===== config.mk =====
export PLATFORM = sky130hd
export DESIGN_NAME = rob_complete_arbiter
export DESIGN_NICKNAME = d
export VERILOG_FILES = /design/src/rtl/rob_pkg.sv /design/src/rtl/rr_arbiter3.sv /design/src/rtl/rob_complete_arbiter.sv
export SDC_FILE = /design/constraint.sdc
export NUM_CORES = 1
export LEC_CHECK = 0
export ABC_AREA = 1
export CORE_MARGIN = 1
export CORE_UTILIZATION = 48
export CTS_CLUSTER_DIAMETER = 150
export CTS_CLUSTER_SIZE = 24
export DETAILED_ROUTE_END_ITERATION = 16
export GPL_TIMING_DRIVEN = 0
export PLACE_DENSITY = 0.82
export SETUP_SLACK_MARGIN = 0.3
export SYNTH_ARGS = -nofsm -noshare
export SYNTH_HDL_FRONTEND = slang
export SYNTH_SLANG_ARGS = --single-unit

===== constraint.sdc =====
create_clock -name clk -period 6.4 [get_ports clk]
set_input_delay 1.28 -clock clk [delete_from_list [all_inputs] [get_ports clk]]
set_output_delay 1.28 -clock clk [all_outputs]
set_load 0.02 [all_outputs]

===== src/rtl/rob_pkg.sv =====
// rob_pkg: shared widths and completion-source encoding for the ROB completion path
package rob_pkg;
  localparam int IDX_W = 4;
  localparam int VAL_W = 32;
  localparam int EXC_W = 3;
  typedef enum logic [1:0] {
    SRC_ALU   = 2'd0,
    SRC_CACHE = 2'd1,
    SRC_MUL   = 2'd2
  } src_e;
endpackage


===== src/rtl/rr_arbiter3.sv =====
// rr_arbiter3: 3-way grant, round-robin when ROB_CMPL_RR_EN is defined, else fixed CACHE > MUL > ALU
module rr_arbiter3 (
  input  logic       clk,
  input  logic       reset,
  input  logic       en,
  input  logic [2:0] req,
  output logic [2:0] gnt
);
  import rob_pkg::*;
`ifdef ROB_CMPL_RR_EN
  src_e       ptr_q, ptr_d;
  logic [2:0] rot, rot_gnt;
  // rotate requests so the pointed-to source is checked first, pick, rotate back
  always_comb begin
    rot     = ptr_q == SRC_CACHE ? {req[0], req[2:1]} : ptr_q == SRC_MUL ? {req[1:0], req[2]} : req;
    rot_gnt = rot[0] ? 3'b001 : rot[1] ? 3'b010 : rot[2] ? 3'b100 : 3'b000;
    gnt     = ptr_q == SRC_CACHE ? {rot_gnt[1:0], rot_gnt[2]} : ptr_q == SRC_MUL ? {rot_gnt[0], rot_gnt[2:1]} : rot_gnt;
  end
  // pointer moves to the source after the one actually granted; a flushed grant does not count
  always_comb begin
    ptr_d = (en && |gnt) ? (gnt[SRC_ALU] ? SRC_CACHE : gnt[SRC_CACHE] ? SRC_MUL : SRC_ALU) : ptr_q;
  end
  // pointer register
  always_ff @(posedge clk) begin
    ptr_q <= reset ? SRC_ALU : ptr_d;
  end
`else
  logic unused_ok;
  assign unused_ok = ^{clk, reset, en};
  // fixed priority, no state
  always_comb begin
    gnt = req[SRC_CACHE] ? 3'b010 : req[SRC_MUL] ? 3'b100 : req[SRC_ALU] ? 3'b001 : 3'b000;
  end
`endif
endmodule


===== src/rtl/rob_complete_arbiter.sv =====
// rob_complete_arbiter: merges ALU/CACHE/MUL completions into one ROB strobe (ROB_CMPL_RR_EN selects round-robin)
module rob_complete_arbiter #(
  parameter int IDX_W = rob_pkg::IDX_W,
  parameter int VAL_W = rob_pkg::VAL_W
) (
  input  logic                      clk,
  input  logic                      reset,
  input  logic                      in_flush,
  input  logic                      in_alu_valid,
  input  logic [IDX_W-1:0]          in_alu_idx,
  input  logic [VAL_W-1:0]          in_alu_value,
  input  logic [rob_pkg::EXC_W-1:0] in_alu_exception,
  input  logic                      in_cache_valid,
  input  logic [IDX_W-1:0]          in_cache_idx,
  input  logic [VAL_W-1:0]          in_cache_value,
  input  logic [rob_pkg::EXC_W-1:0] in_cache_exception,
  input  logic                      in_mul_valid,
  input  logic [IDX_W-1:0]          in_mul_idx,
  input  logic [VAL_W-1:0]          in_mul_value,
  input  logic [rob_pkg::EXC_W-1:0] in_mul_exception,
  output logic                      out_alu_ready,
  output logic                      out_cache_ready,
  output logic                      out_mul_ready,
  output logic                      out_complete,
  output logic [IDX_W-1:0]          out_complete_idx,
  output logic [VAL_W-1:0]          out_complete_value,
  output logic [rob_pkg::EXC_W-1:0] out_complete_exception
);
  import rob_pkg::*;
  logic [2:0]       in_valid, rdy, gnt, pend_q, pend_d;
  logic [IDX_W-1:0] in_idx [3], idx_q [3], idx_d [3];
  logic [VAL_W-1:0] in_val [3], val_q [3], val_d [3];
  logic [EXC_W-1:0] in_exc [3], exc_q [3], exc_d [3];
  logic             cmp_q, cmp_d, fire;
  logic [IDX_W-1:0] oidx_q, oidx_d;
  logic [VAL_W-1:0] oval_q, oval_d;
  logic [EXC_W-1:0] oexc_q, oexc_d;
  src_e             sel;
  rr_arbiter3 u_arb (
    .clk   (clk),
    .reset (reset),
    .en    (!in_flush),
    .req   (pend_q),
    .gnt   (gnt)
  );
  // gather per-source offers into source-indexed arrays
  always_comb begin
    in_valid = {in_mul_valid, in_cache_valid, in_alu_valid};
    in_idx[SRC_ALU]   = in_alu_idx;
    in_idx[SRC_CACHE] = in_cache_idx;
    in_idx[SRC_MUL]   = in_mul_idx;
    in_val[SRC_ALU]   = in_alu_value;
    in_val[SRC_CACHE] = in_cache_value;
    in_val[SRC_MUL]   = in_mul_value;
    in_exc[SRC_ALU]   = in_alu_exception;
    in_exc[SRC_CACHE] = in_cache_exception;
    in_exc[SRC_MUL]   = in_mul_exception;
  end
  assign rdy             = {3{!reset && !in_flush}} & (~pend_q | gnt);
  assign out_alu_ready   = rdy[SRC_ALU];
  assign out_cache_ready = rdy[SRC_CACHE];
  assign out_mul_ready   = rdy[SRC_MUL];
  // a slot loads on handshake (reloading in the same cycle it is granted) and empties on grant or flush
  always_comb begin
    for (int i = 0; i < 3; i++) begin
      pend_d[i] = !in_flush && ((in_valid[i] && rdy[i]) || (pend_q[i] && !gnt[i]));
      idx_d[i]  = (in_valid[i] && rdy[i]) ? in_idx[i] : idx_q[i];
      val_d[i]  = (in_valid[i] && rdy[i]) ? in_val[i] : val_q[i];
      exc_d[i]  = (in_valid[i] && rdy[i]) ? in_exc[i] : exc_q[i];
    end
  end
  // copy the granted slot to the output registers; payload holds when nothing is sent
  always_comb begin
    sel    = gnt[SRC_CACHE] ? SRC_CACHE : gnt[SRC_MUL] ? SRC_MUL : SRC_ALU;
    fire   = !in_flush && |gnt;
    cmp_d  = fire;
    oidx_d = fire ? idx_q[sel] : oidx_q;
    oval_d = fire ? val_q[sel] : oval_q;
    oexc_d = fire ? exc_q[sel] : oexc_q;
  end
  // slot and output state; only valid bits and outputs need reset, slot payload is don't-care when empty
  always_ff @(posedge clk) begin
    pend_q <= reset ? 3'b000 : pend_d;
    idx_q  <= idx_d;
    val_q  <= val_d;
    exc_q  <= exc_d;
    cmp_q  <= reset ? 1'b0 : cmp_d;
    oidx_q <= reset ? '0 : oidx_d;
    oval_q <= reset ? '0 : oval_d;
    oexc_q <= reset ? '0 : oexc_d;
  end
  assign out_complete           = cmp_q;
  assign out_complete_idx       = oidx_q;
  assign out_complete_value     = oval_q;
  assign out_complete_exception = oexc_q;
endmodule


==> results_dict.tcl, run 1 <==
set metrics [dict create \
    seq_area_um2 4374 \
    finalNetCount 880 \
    maxCapViolations 0 \
    vias 4450 \
    vias_per_cell 4.744 \
    rsz_0062_raised_after_global_routing "false" \
    detailedRoute.firstPassIterationCount 7 \
    area_fraction_of_the_dominant_cell_type_after_synthesis_pct 57.93 \
    clk_pin_slew_ps 60 \
    layout.cells.most_common_list "sky130_fd_sc_hd__clkdlybuf4s50_1 (165), sky130_fd_sc_hd__nand2_1 (160), sky130_fd_sc_hd__edfxtp_1 (117)" \
    syn_nets 690 \
    antenna_found_initial 0 \
    power.share.sequential_pct 48.3 \
    min_path_type "flip-flop to flip-flop" \
    clock_sink_count 160 \
    clock-root-buffer "sky130_fd_sc_hd__clkbuf_16" \
    clk_path_buf_depth 2 \
    setup_viol 0 \
    diodes 0 \
    met2_demand_to_capacity_share_in_global_routing_pct 40.85 \
    die_y_um 114.4 \
    die-width_um 114.4 \
    drt_wl_total_um 14340 \
    multiInputGateArea_um2 1374 \
    worst-path-buf-inv 3 \
    tritoncts_clock_tree "yes" \
    placer_s_final_routability_congestion_estimate 0.8015 \
    netlist_instances 567 \
    path_max_fanout 5 \
    global_route.usage.total_pct 23.10 \
    crit_path_top_delay_cell "sky130_fd_sc_hd__clkdlybuf4s50_1" \
    first_global_vias 4493 \
    minimum_setup_slack_among_reg_to_reg_paths_ps 3980 \
    die_area_um2 13090 \
    placement.io_buffers 165 \
    fmaxAchievable_mhz 230.7 \
    worst_path_largest_cell_delay_ps 640 \
    finClkSkew_ps 9.565 \
    synth_area_leader_cell "sky130_fd_sc_hd__edfxtp_1" \
    worst-setup-path-type "input pin to output pin" \
    top_usage_layer "met2" \
    postRouteAntennaNets 0 \
    synth_area_um2 6065 \
    critPathCaptureType "output pin" \
    residual_overflow_from_global_routing 0 \
    post-cts-setup-buffer-count 0 \
    post_drt_wl_per_cell_um 15.28 \
    ys_seq_elements 160 \
    syn_area_per_cell_um2 10.70 \
    number_of_buffers_inserted_during_clock_tree_synthesis 17 \
    irDropWorstVdd_uv 190.0 \
    cp.required_ps 5120 \
    p_int_w 0.001911 \
    post_dp_cell_area_um2 8046 \
    met3_usage_pct 5.770 \
    outcome "complete, no violations" \
    synthesis.yosys.warnings 0 \
    slew_headroom_pct 51.52 \
    power_frac_comb_pct 10.9 \
    clock_h_tree_levels 4 \
    power.density_cell_area_nw_per_um2 283.3 \
    cellLeakagePower_nw 3.381 \
    post_synthesis_sequential_area_ratio_pct 72.13 \
    post-route-min-period_ps 4335 \
    power.share.switching_pct 21.81 \
    netlist_top_cells_area "sky130_fd_sc_hd__edfxtp_1 (58%), sky130_fd_sc_hd__dfxtp_1 (14%), sky130_fd_sc_hd__nand2_1 (9.9%), sky130_fd_sc_hd__nand3_1 (6.4%), sky130_fd_sc_hd__nor2_1 (5.4%)" \
    cp_cell_sequence "clkdlybuf4s50_1 -> nor2_1 -> inv_1 -> nor2_1 -> clkdlybuf4s50_1" \
    floorplan.rows 40 \
    pwr-share-clk_pct 40.8 \
    critPathLaunchType "input pin" \
    tns_ps 0 \
    area_growth_syn_to_layout_pct 42.25 \
    yosys.cell_types.count 16 \
    power_switching_w 0.0005330 \
    fin_area_um2 8627 \
    timing.critical_path.max_delay_family "buffers and inverters" \
    ioPinCount 166 \
    dp_hpwl_um 10190 \
    post-route-period-util_pct 67.74 \
    grt_start_max_net_pins 22 \
    worst_skew_pair.late_latency_ps 420 \
    report.final.hold_viol_count 0 \
    worst_ep_arrival_time_ps 3060 \
    grt.met1_usage_pct 26.98 \
    hold_buffers 0 \
    grt_first_pass_wirelength_um 22170 \
    final_common_cell "sky130_fd_sc_hd__clkdlybuf4s50_1" \
    fraction_of_layout_instances_using_a_drive_strength_above_1_pct 7.792 \
    worst_slew_pin_slew_ps 725.5 \
    drcViolationCount 0 \
    initial_utilization_pct 49.87 \
    detail_route.iter0.violations 314 \
    postCtsResizedCells 0 \
    core_area_um2 12160 \
    fillers 877 \
    final_slew_viol_count 0 \
]
-- sequential cells by signal (all words and copies together) (netlist names) --
| register | flops |
|---|---|
| out_complete | 1 |
| out_complete_exception | 3 |
| pend_q | 3 |
| idx_q | 12 |
| val_q | 96 |
| exc_q | 9 |
| out_complete_idx | 4 |
| out_complete_value | 32 |
-- final timing paths --
kind         cells past startpoint                                start                                   to
max reg2reg                      8                 pend_q[1]$_SDFF_PP0_                  val_q[64]$_DFFE_PP_
max                              5                                reset                        out_alu_ready
min reg2reg                      4  out_complete_value[25]$_SDFFE_PP0P_  out_complete_value[25]$_SDFFE_PP0P_
min                              4  out_complete_value[25]$_SDFFE_PP0P_  out_complete_value[25]$_SDFFE_PP0P_
-- worst register-to-register path, cell delays in order (launching register included) --
cell	delay, ps
sky130_fd_sc_hd__dfxtp_1	290
sky130_fd_sc_hd__buf_2	170
sky130_fd_sc_hd__nor2_4	180
sky130_fd_sc_hd__buf_2	260
sky130_fd_sc_hd__nor2_1	110
sky130_fd_sc_hd__nor3b_2	570
sky130_fd_sc_hd__buf_6	240
sky130_fd_sc_hd__buf_6	150
sky130_fd_sc_hd__buf_6	170
-- per-layer routing --
metal | wire [um] | vias up | part of all wire [%]
li1 | - | 2221 | -
met1 | 5724 | 2040 | 40
met2 | 7490 | 170 | 52
met3 | 848 | 19 | 5.9
met4 | 271 | 0 | 1.9
met5 | 0 | - | 0
-- logic make-up after synthesis --
family | count (synthesis) | share of synthesized area, %
DFF | 160 | 72.13
and+or+nand+nor | 329 | 22.32
buffers and inverters | 78 | 5.550
-- power by group through the flow --
stage | logic (W) | clock network, W | registers, W
after floorplan | 0.0000936 | 0 | 0.00122
after global placement | 0.000255 | 0 | 0.00120
after detailed placement | 0.000268 | 0 | 0.00120
after CTS | 0.000270 | 0.00100 | 0.00118
after global routing | 0.000292 | 0.00105 | 0.00118
final | 0.000267 | 0.000997 | 0.00118
-- cell type report --
cell class | count | area share, %
repair buffers | 171 | 20.30
well taps | 168 | 2.437
inverters | 48 | 2.088
multi-input cells | 329 | 15.92
flip-flops and latches | 160 | 50.70
clock buffers | 21 | 5.105
plain buffers | 30 | 1.813
clock inverters | 11 | 1.624
-- metrics by stage --
stage	setup WS (ps)	instances	hold WS [ps]	utilization [%]	total power [W]
global placement	-1254	900	505.8	65.17	0.001457
finish	2065	938	517.2	70.94	0.002444
detailed placement	2065	906	506.1	66.16	0.001469
floorplan	1114	567	524.7	-	0.001316
CTS	2062	938	516.7	70.94	0.002454
global route	2008	938	544.6	70.94	0.002521
-- cells in the mapped netlist --
master,instances
sky130_fd_sc_hd__nand2_1,160
sky130_fd_sc_hd__edfxtp_1,117
sky130_fd_sc_hd__nor2_1,87
sky130_fd_sc_hd__nand3_1,78
sky130_fd_sc_hd__inv_1,47
sky130_fd_sc_hd__dfxtp_1,43
sky130_fd_sc_hd__buf_2,17
sky130_fd_sc_hd__clkbuf_1,7
sky130_fd_sc_hd__buf_1,2
sky130_fd_sc_hd__buf_4,2
sky130_fd_sc_hd__buf_6,2
sky130_fd_sc_hd__inv_2,1
sky130_fd_sc_hd__nand2_2,1
sky130_fd_sc_hd__nand2_4,1
sky130_fd_sc_hd__nor2_4,1
sky130_fd_sc_hd__nor3b_1,1
Power figures use the tool's default switching activity.
==> run 2, diff against run 1 <==
clock period = 4.3 ns   (was 6.4 ns; I/O delays follow)
==> results_dict.tcl, run 2 (synthesized netlist as in run 1, its figures left out) <==
set metrics [dict create \
    outcome "complete, no violations" \
    path_max_fanout 5 \
    grt_start_max_net_pins 30 \
    worst_setup_path_startpoint "reset" \
    largest_reg_flops 96 \
    power.share.sequential_pct 47.6 \
    power_switching_w 0.0007917 \
    irDropWorstVdd_uv 296.4 \
    end_of_flow_core_utilization_pct 71.07 \
    postRouteAntennaNets 0 \
    p_int_w 0.002897 \
    layout.cells.most_common_list "sky130_fd_sc_hd__clkdlybuf4s50_1 (165), sky130_fd_sc_hd__nand2_1 (160), sky130_fd_sc_hd__edfxtp_1 (117)" \
    power_after_layout_w 0.003689 \
    clock_sink_count 160 \
    fillers 872 \
    post_drt_wl_per_cell_um 15.55 \
    ioPinCount 166 \
    vias 4442 \
    cp.required_ps 3440 \
    area_growth_syn_to_layout_pct 42.52 \
    postCtsResizedCells 0 \
    die_y_um 114.4 \
    die-width_um 114.4 \
    drcViolationCount 0 \
    drt_wl_total_um 14540 \
    rr_startpoint "pend_q[1]$_SDFF_PP0_" \
    cp_cell_sequence "clkdlybuf4s50_1 -> nor2_1 -> inv_1 -> nor2_1 -> clkdlybuf4s50_1" \
    detailedRoute.firstPassIterationCount 7 \
    pre_cts_ws_ps 856.6 \
    cellLeakagePower_nw 3.377 \
    diodes 0 \
    die_area_um2 13090 \
    worst-path-buf-inv 3 \
    hp-start "out_complete_value[24]$_SDFFE_PP0P_" \
    critPathCaptureType "output pin" \
    clock_h_tree_levels 4 \
    maxCapViolations 0 \
    registers.top_by_ff_count "val_q" \
    crit_path_top_delay_cell "sky130_fd_sc_hd__clkdlybuf4s50_1" \
    power.share.switching_pct 21.46 \
    final_common_cell "sky130_fd_sc_hd__clkdlybuf4s50_1" \
    core_area_um2 12160 \
    pwr-share-clk_pct 41.6 \
    clock-root-buffer "sky130_fd_sc_hd__clkbuf_16" \
    tns_ps 0 \
    residual_overflow_from_global_routing 0 \
    finalNetCount 878 \
    placement.io_buffers 165 \
    post-route-period-util_pct 79.63 \
    rsz_0062_raised_after_global_routing "false" \
    initial_utilization_pct 49.87 \
    detail_route.iter0.violations 385 \
    worst-setup-path-type "input pin to output pin" \
    clk_pin_slew_ps 60 \
    grt_first_pass_wirelength_um 22530 \
    worst_slew_pin_slew_ps 913.2 \
    critPathLaunchType "input pin" \
    setup_viol 0 \
    placer_s_final_routability_congestion_estimate 0.8214 \
    number_of_buffers_inserted_during_clock_tree_synthesis 17 \
    worst_ep_arrival_time_ps 2560 \
    post-route-min-period_ps 3424 \
    worst_skew_pair.late_latency_ps 420 \
    global_route.usage.total_pct 23.69 \
    antenna_found_initial 0 \
    final_critical_path_setup_slack_ps 875.8 \
    vias_per_cell 4.751 \
    clk_path_buf_depth 2 \
    fmaxAchievable_mhz 292.0 \
    floorplan.rows 40 \
    finClkSkew_ps 6.282 \
    timing.critical_path.max_delay_family "buffers and inverters" \
    slew_headroom_pct 39.06 \
    report.final.hold_viol_count 0 \
    worst_path_largest_cell_delay_ps 640 \
    hold_buffers 0 \
    power_frac_comb_pct 10.8 \
    dp_hpwl_um 10260 \
    post-cts-setup-buffer-count 0 \
    min_path_type "flip-flop to flip-flop" \
    fraction_of_layout_instances_using_a_drive_strength_above_1_pct 7.692 \
    final_slew_viol_count 0 \
    tritoncts_clock_tree "yes" \
    first_global_vias 4523 \
    power.density_cell_area_nw_per_um2 426.7 \
]
-- run 2: cell count changes in the layout (fill, tap and decap cells not counted), sizes merged --
cell,delta
bufinv,+1
clkinvlp,+2
clkbuf,-2
clkinv,-2
buf,-2
-- run 2: final cells by class --
class / instances / area, um^2 / area share, %
plain buffers: 30 / 156.4 / 1.809
flip-flops and latches: 160 / 4374 / 50.61
inverters: 48 / 180.2 / 2.085
clock inverters: 12 / 167.7 / 1.940
repair buffers: 169 / 1742 / 20.15
clock buffers: 19 / 432.9 / 5.009
multi-input cells: 329 / 1380 / 15.97
well taps: 168 / 210.2 / 2.432
-- run 2: per-layer routing --
| metal | vias to the layer above | global-route usage (%) | share of wire [%] |
|---|---|---|---|
| met2 | 182 | 41.66 | 52 |
| li1 | 2218 | - | - |
| met5 | - | 0 | 0 |
| met1 | 2012 | 26.95 | 39 |
| met3 | 30 | 6.194 | 6.2 |
| met4 | 0 | 11.08 | 2.6 |
-- run 2: per-stage QoR --
stage,cell area (um^2),cells,hold slack (ps)
floorplan,6070,567,524.7
global placement,7931,900,504.3
detailed placement,8043,904,502.3
CTS,8643,935,512.6
global route,8643,935,553.0
finish,8643,935,513.8
-- run 2: worst paths after layout --
check / end / slack (ps) / depth (start not counted)
max: out_alu_ready / 880 / 5
min: out_complete_value[24]$_SDFFE_PP0P_ / 510 / 4
max reg2reg: val_q[74]$_DFFE_PP_ / 1960 / 6
min reg2reg: out_complete_value[24]$_SDFFE_PP0P_ / 510 / 4
-- run 2: worst min-delay path, cell delays in order, from the launching register on --
cell                      delay, ps
sky130_fd_sc_hd__dfxtp_1        310
sky130_fd_sc_hd__inv_1           40
sky130_fd_sc_hd__nand2_1         40
sky130_fd_sc_hd__nand2_1         50
sky130_fd_sc_hd__nor2_1          30
-- run 2: power by group through the flow --
stage / combinational [W] / sequential, W / clock [W]
after global routing: 0.000438 / 0.00176 / 0.00161
after detailed placement: 0.000399 / 0.00179 / 0
after global placement: 0.000380 / 0.00179 / 0
after floorplan: 0.000140 / 0.00182 / 0
final: 0.000400 / 0.00176 / 0.00153
after CTS: 0.000403 / 0.00176 / 0.00155
==> run 3, diff against run 2 <==
clock period = 3.51 ns   (was 4.3 ns; I/O delays follow)
==> results_dict.tcl, run 3 (synthesized netlist as in run 1, its figures left out) <==
set metrics [dict create \
    critPathLaunchType "input pin" \
    min_path_type "flip-flop to flip-flop" \
    path_max_fanout 5 \
    core_area_um2 12160 \
    power.density_cell_area_nw_per_um2 532.7 \
    detail_route.iter0.violations 271 \
    final_critical_path_setup_slack_ps 416.6 \
    worst_ep_arrival_time_ps 2390 \
    first_global_vias 4442 \
    postRouteAntennaNets 0 \
    diodes 0 \
    die_y_um 114.4 \
    ioPinCount 166 \
    clock_sink_count 160 \
    worst_slew_pin_slew_ps 687.0 \
    dp_hpwl_um 10320 \
    vias 4483 \
    clock_h_tree_levels 4 \
    slew_headroom_pct 54.09 \
    fillers 848 \
    tritoncts_clock_tree "yes" \
    layout.cells.most_common_list "sky130_fd_sc_hd__clkdlybuf4s50_1 (165), sky130_fd_sc_hd__nand2_1 (160), sky130_fd_sc_hd__edfxtp_1 (117)" \
    antenna_found_initial 0 \
    vias_per_cell 4.784 \
    final_slew_viol_count 0 \
    worst-setup-path-type "input pin to output pin" \
    worst_skew_pair.late_latency_ps 420 \
    placed_cells 905 \
    post-route-min-period_ps 3093 \
    rsz_0062_raised_after_global_routing "false" \
    clk_path_buf_depth 2 \
    critPathCaptureType "output pin" \
    residual_overflow_from_global_routing 0 \
    post_layout_nonfiller_instances 937 \
    drt_wl_total_um 14600 \
    cp.required_ps 2810 \
    irDropWorstVdd_uv 350.3 \
    post_drt_wl_per_cell_um 15.58 \
    placement.io_buffers 165 \
    setup_viol 0 \
    outcome "complete, no violations" \
    post-route-period-util_pct 88.13 \
    fraction_of_layout_instances_using_a_drive_strength_above_1_pct 8.322 \
    finalNetCount 879 \
    detailedRoute.firstPassIterationCount 4 \
    seq_area_um2 4374 \
    number_of_buffers_inserted_during_clock_tree_synthesis 17 \
    global_route.usage.total_pct 23.39 \
    registers.top_by_ff_count "val_q" \
    finClkSkew_ps 4.858 \
    report.final.hold_viol_count 0 \
    fmaxAchievable_mhz 323.3 \
    grt_start_max_net_pins 22 \
    final_common_cell "sky130_fd_sc_hd__clkdlybuf4s50_1" \
    post-cts-setup-buffer-count 0 \
    die_area_um2 13090 \
    placer_s_final_routability_congestion_estimate 0.8314 \
    clk_pin_slew_ps 60 \
    multiInputGateArea_um2 1383 \
    die-width_um 114.4 \
    tns_ps 0 \
    initial_utilization_pct 49.87 \
    largest_reg_flops 96 \
    grt_first_pass_wirelength_um 22270 \
    drcViolationCount 0 \
    floorplan.rows 40 \
    cellLeakagePower_nw 3.410 \
    area_growth_syn_to_layout_pct 43.43 \
    maxCapViolations 0 \
    clock-root-buffer "sky130_fd_sc_hd__clkbuf_16" \
    pre_cts_ws_ps 297.7 \
]
run 3: metrics by stage:
stage	util [%]	power (W)	instance area, um^2	hold WS, ps
floorplan	-	0.002400	6081	524.7
global placement	65.31	0.002657	7943	502.4
detailed placement	66.21	0.002683	8053	510.0
CTS	71.52	0.004659	8698	520.7
global route	71.52	0.004791	8698	551.2
finish	71.52	0.004634	8698	514.6
run 3: path summary, 6_finish.rpt:
path / startpoint / slack, ps / end / cells after the start
min reg2reg: out_complete_value[20]$_SDFFE_PP0P_ / 510 / out_complete_value[20]$_SDFFE_PP0P_ / 4
max reg2reg: pend_q[2]$_SDFF_PP0_ / 1300 / val_q[72]$_DFFE_PP_ / 7
max: reset / 420 / out_alu_ready / 5
min: out_complete_value[20]$_SDFFE_PP0P_ / 510 / out_complete_value[20]$_SDFFE_PP0P_ / 4
run 3: report_power, final:
| part | internal, W | total (W) | switching (W) | leakage (nW) |
|---|---|---|---|---|
| clock network | 0.00126 | 0.00199 | 0.000727 | 0.308 |
| registers | 0.00212 | 0.00215 | 0.0000321 | 1.43 |
| logic | 0.000254 | 0.000492 | 0.000239 | 1.68 |
| total | 0.00364 | 0.00463 | 0.000997 | 3.41 |
run 3: metal layers:
| layer | wire (um) | GRT usage, % | vias up | share of wire, % |
|---|---|---|---|---|
| met5 | 0 | 0 | - | 0 |
| met4 | 546 | 12.73 | 0 | 3.7 |
| met3 | 957 | 5.611 | 38 | 6.6 |
| met2 | 7559 | 40.28 | 181 | 52 |
| met1 | 5538 | 26.97 | 2042 | 38 |
| li1 | - | - | 2222 | - |
run 3: cell type report:
cell class,count,share of cell area (%)
sequential,160,50.29
timing repair buffer,170,20.14
multi-input combinational,329,15.89
clock buffer,19,4.977
clock inverter,13,2.417
tap,168,2.417
inverter,48,2.071
buffer,30,1.798
run 3: critical path, stage by stage:
cell	delay, ps
sky130_fd_sc_hd__clkdlybuf4s50_1	470
sky130_fd_sc_hd__nor2_2	240
sky130_fd_sc_hd__inv_1	180
sky130_fd_sc_hd__nor2_1	150
sky130_fd_sc_hd__clkdlybuf4s50_1	650
run 3: repair_timing:
action / CTS / global route
hold endpoints to repair: 0 / 0
endpoints found under the setup margin: 1 / 0
resized for setup: 1 / 0
hold buffers: 0 / 0
